**config.mk**
```make
export PLATFORM = sky130hd
export DESIGN_NAME = instruction_fetch
export DESIGN_NICKNAME = d
export VERILOG_FILES = /design/src/rtl/instruction_fetch.sv
export SDC_FILE = /design/constraint.sdc
export NUM_CORES = 1
export LEC_CHECK = 0
export CAP_MARGIN = 5
export CORE_ASPECT_RATIO = 1.1
export CORE_MARGIN = 10
export CORE_UTILIZATION = 50
export DETAILED_ROUTE_END_ITERATION = 7
export PLACE_DENSITY = 0.9
export SLEW_MARGIN = 20
export SYNTH_ARGS = -nofsm -noshare
export SYNTH_HDL_FRONTEND = slang
export SYNTH_SLANG_ARGS = --single-unit
```
**constraint.sdc**
```tcl
create_clock -name clk_i -period 7 [get_ports clk_i]
set_input_delay 2.1 -clock clk_i [delete_from_list [all_inputs] [get_ports clk_i]]
set_output_delay 2.1 -clock clk_i [all_outputs]
set_load 0.05 [all_outputs]
```
**src/rtl/instruction_fetch.sv**
```systemverilog
// Fetch stage: holds the fetch PC, drives the ROM word address, buffers
// returned words in a small prefetch FIFO and hands {instr, pc} to decode
// over a valid/ready handshake. Execute can redirect the PC and flush.
module instruction_fetch #(
    parameter logic [31:0] RESET_PC = 32'h0000_0000,
    parameter int unsigned DEPTH    = 2
) (
    input  logic        clk_i,
    input  logic        rst_ni,
    output logic [9:0]  rom_address_o,
    input  logic [31:0] rom_data_i,
    input  logic        redirect_i,
    input  logic [31:0] redirect_pc_i,
    output logic        instr_valid_o,
    input  logic        instr_ready_i,
    output logic [31:0] instr_o,
    output logic [31:0] instr_pc_o,
    output logic        fetch_fault_o
);

    localparam int unsigned    AW      = (DEPTH > 1) ? $clog2(DEPTH) : 1;
    localparam int unsigned    CW      = AW + 1;
    localparam logic [CW-1:0]  DEPTH_C = CW'(DEPTH);
    localparam logic [31:0]    NOP     = 32'h0000_0013;

    logic [31:0]   f_pc_q,   f_pc_d;
    logic [AW-1:0] rd_ptr_q, rd_ptr_d;
    logic [AW-1:0] wr_ptr_q, wr_ptr_d;
    logic [CW-1:0] count_q,  count_d;
    logic          fault_q,  fault_d;

    // FIFO storage; contents are only observable while count is non-zero,
    // so it needs no reset.
    logic [31:0] mem_instr_q [DEPTH];
    logic [31:0] mem_pc_q    [DEPTH];

    logic pop;
    logic push;
    logic misaligned;

    // The ROM is addressed straight from the PC register; fetch wraps at 4 KiB.
    assign rom_address_o = f_pc_q[11:2];
    assign fetch_fault_o = fault_q;

    // Head outputs come only from registers, so they are stable all cycle
    // and fall back to NOP/0 as soon as the FIFO is emptied or reset.
    assign instr_valid_o = (count_q != '0);
    assign instr_o       = instr_valid_o ? mem_instr_q[rd_ptr_q] : NOP;
    assign instr_pc_o    = instr_valid_o ? mem_pc_q[rd_ptr_q]    : 32'h0;

    assign pop        = instr_valid_o & instr_ready_i;
    assign misaligned = redirect_i & (redirect_pc_i[1:0] != 2'b00);
    // A pop frees a slot in the same cycle, so a full FIFO still streams.
    assign push       = !redirect_i && !fault_q && ((count_q < DEPTH_C) || pop);

    // Next-state logic: redirect flushes everything and overrides push/pop.
    always_comb begin
        f_pc_d   = f_pc_q;
        rd_ptr_d = rd_ptr_q;
        wr_ptr_d = wr_ptr_q;
        count_d  = count_q;
        fault_d  = fault_q;
        if (redirect_i) begin
            f_pc_d   = redirect_pc_i;
            rd_ptr_d = '0;
            wr_ptr_d = '0;
            count_d  = '0;
            fault_d  = fault_q | misaligned;
        end else begin
            if (push) begin
                wr_ptr_d = wr_ptr_q + AW'(1);
                f_pc_d   = f_pc_q + 32'd4;
            end
            if (pop) begin
                rd_ptr_d = rd_ptr_q + AW'(1);
            end
            case ({push, pop})
                2'b10:   count_d = count_q + CW'(1);
                2'b01:   count_d = count_q - CW'(1);
                default: count_d = count_q;
            endcase
        end
    end

    // Control state register with asynchronous active-low reset.
    always_ff @(posedge clk_i or negedge rst_ni) begin
        if (!rst_ni) begin
            f_pc_q   <= RESET_PC;
            rd_ptr_q <= '0;
            wr_ptr_q <= '0;
            count_q  <= '0;
            fault_q  <= 1'b0;
        end else begin
            f_pc_q   <= f_pc_d;
            rd_ptr_q <= rd_ptr_d;
            wr_ptr_q <= wr_ptr_d;
            count_q  <= count_d;
            fault_q  <= fault_d;
        end
    end

    // Capture the combinational ROM word together with the PC it came from.
    always_ff @(posedge clk_i) begin
        if (push) begin
            mem_instr_q[wr_ptr_q] <= rom_data_i;
            mem_pc_q[wr_ptr_q]    <= f_pc_q;
        end
    end

endmodule

```
==> qor.yml <==
detailed_routing:
  wl_met2_um: 8320
  drc: 0
  drt_iter0_markers: 436
  wl_um: 16300
  wl_met3_um: 1170
  firstDrtPassIters: 5
  ant_nets: 0
  topRoutingLayerUsed: "met4"
  routed_via_density: 5.37
  avgRoutedWirePerCell_um: 19.3
  vias: 4518
  wl_met1_um: 6460
layout:
  fin_cells: 842
  syn2layout_area_growth_pct: 30.8
  multi_input_area_mm2: 0.00205
  fin_nets: 710
  drive_gt1_share_pct: 8.10
  antenna_cells: 0
  seq_area_mm2: 0.00477
  nFillCells: 949
die:
  fp.dieArea_mm2: 0.0191
  io_pins: 144
  die_x_um: 133
  placementRows: 45
  die_h_um: 144
  initial_core_util_pct: 50.9
  core_area_mm2: 0.0137
sta:
  period_minus_slack_ns: 4.76
  clock_skew_ns: 0.00548
  relSlewSlack_pct: 32.2
  fin_crit_sh_pct: 68.0
  worst_slack_ns: 2.24
  max_freq_mhz: 210
  rsz0062_at_grt: "false"
  setup-tns-final_ns: 0
  worst_slew_pin_slew_ns: 1.01
  slew_viol_final: 0
  setup_viol: 0
  holdWs_ns: 0.463
  hold_viol_final: 0
setup_path:
  critPathArrivalTime_ns: 2.66
  critPathKind: "reg2out"
  cp-end-kind: "primary output"
  r2r_slack_ns: 4.10
  cp-start-kind: "flop"
  worstPathMaxFanout: 45
  cpPeakStageDelay_ns: 0.74
  worstPathCellList: "nor2_4, buf_4, nor2_1, clkdlybuf4s50_1"
  slowest_stage: "clkdlybuf4s50_1"
  required_ns: 4.90
place:
  hpwl_um: 11300
  pre_cts_slack_ns: 2.17
  io_buffers: 143
  gp_congestion: 0.829
  place_inst: 809
logic_synthesis:
  synthCells: 508
  syn-num-nets: 577
  ys_ff_latch: 165
  yosysWarnings: 0
  avgSynthCellArea_um2: 13.8
  synth_seq_area_share_pct: 68.2
  synthDistinctLibCells: 37
  syn_area_mm2: 0.00699
pwr:
  p_per_area_mw_per_mm2: 235
  ir_drop_mv: 0.157
  p_leak_uw: 0.00299
clocking:
  cts_tree: "yes"
  post_cts_buffers: 0
  root_buffer: "clkbuf_16"
  cts_sinks: 165
  ctsLongestPathBuffers: 2
  cts_made_buffers: 17
  cts_resized: 0
  clock_latency_ns: 0.42
  htree_levels: 4
  path_clk_slew_ns: 0.06
  holdBufCountCts: 0
global_route:
  grt_pass1_wl_um: 25600
  track_usage_pct: 17.2
  grt_pass1_vias: 4612
  grt_start_max_net_pins: 68
  antenna_found_initial: 0
  grt_overflow: 0
run:
  drv_cap: 0
worst_hold_path:
  hp-class: "reg2reg"
status:
  status: "finished clean"
==> kinds of logic after synthesis <==
| kind of cell | Yosys count | share of synthesized area, % |
|---|---|---|
| XOR/XNOR | 29 | 3.63 |
| AO/OA/AOI/OAI | 37 | 2.77 |
| multiplexers | 68 | 9.79 |
| AND/OR/NAND/NOR | 170 | 12.5 |
| buffers and inverters | 38 | 2.90 |
| adder cells (fa/ha/maj) | 1 | 0.179 |
| flip-flops | 165 | 68.2 |
==> cells in the mapped netlist, drive strengths merged <==
cell type	instances	area, um2
or2	1	6.26
mux2i	65	651
and2	4	25.0
nor4	6	104
xnor2	6	52.6
and3	1	6.26
xor2	23	201
inv	4	15.0
o21ai	32	160
dfrtp	37	926
nor2	68	272
nand3b	1	7.51
nand3	18	95.1
buf	19	131
clkbuf	15	56.3
nand4b	1	8.76
nor2b	3	18.8
nand4	13	87.6
o211ai	3	22.5
nor3b	2	15.0
a31oi	1	6.26
a21oi	1	5.00
nand2	45	169
edfxtp	128	3840
ha	1	12.5
mux2	3	33.8
nor3	5	40.0
and4	2	17.5
==> flip-flops by register name, indices dropped and copies added (netlist names) <==
signal / cells
count_q: 2
f_pc_q: 32
fetch_fault_o: 1
mem_instr_q: 64
mem_pc_q: 64
rd_ptr_q: 1
wr_ptr_q: 1
==> per-layer routing <==
metal	GRT usage (%)	vias to the layer above
li1	-	2093
met1	20.5	2175
met2	29.0	218
met3	5.38	32
met4	5.97	0
met5	0	-
==> area by class of cell <==
cell class | instances | area share [%]
clock inverters | 13 | 1.68
well taps | 188 | 2.57
clock buffers | 19 | 4.74
inverters | 4 | 0.164
flip-flops and latches | 165 | 52.2
repair buffers | 148 | 16.2
multi-input cells | 305 | 22.4
==> power breakdown <==
part	switching, uW	internal, uW
Clock	362	559
Sequential	30.0	1080
Combinational	59.1	58.2
Total	451	1700
==> critical path: cells and delay by family, from the launching register on <==
kind                   cells  cell delay [ns]
and+or+nand+nor            2             0.54
buffers and inverters      2             1.24
DFF                        1             0.45
==> worst paths after layout <==
check	from	end	cells after the start
setup / recovery	count_q[0]	instr_o[11]	4
hold reg to reg	f_pc_q[0]	mem_pc_q[1][0]	0
hold / removal	f_pc_q[0]	mem_pc_q[1][0]	0
min in group asynchronous	rst_ni	f_pc_q[2]	1
max in group asynchronous	rst_ni	rd_ptr_q	1
setup reg to reg	fetch_fault_o	mem_instr_q[0][15]	3
==> metrics by stage <==
step / util (%) / total power (uW) / cell area [um2]
detailed placement: 62.0 / 1240 / 8520
floorplan: - / 1180 / 7000
CTS: 66.3 / 2150 / 9110
finish: 66.5 / 2150 / 9140
global placement: 62.0 / 1240 / 8520
global route: 66.5 / 2200 / 9140
==> layout by cell type (no fill, tap or decap), drive strengths merged, types with 3 or more instances in the layout <==
cell type	instances
and2	4
buf	7
bufinv	3
clkbuf	19
clkdlybuf4s50	141
clkinv	6
dfrtp	37
edfxtp	128
inv	7
mux2	3
mux2i	65
nand2	45
nand3	18
nand4	13
nor2	68
nor2b	3
nor3	5
nor4	6
o211ai	3
o21ai	32
xnor2	6
xor2	23
Note: power is estimated with default switching activity, not from simulation.
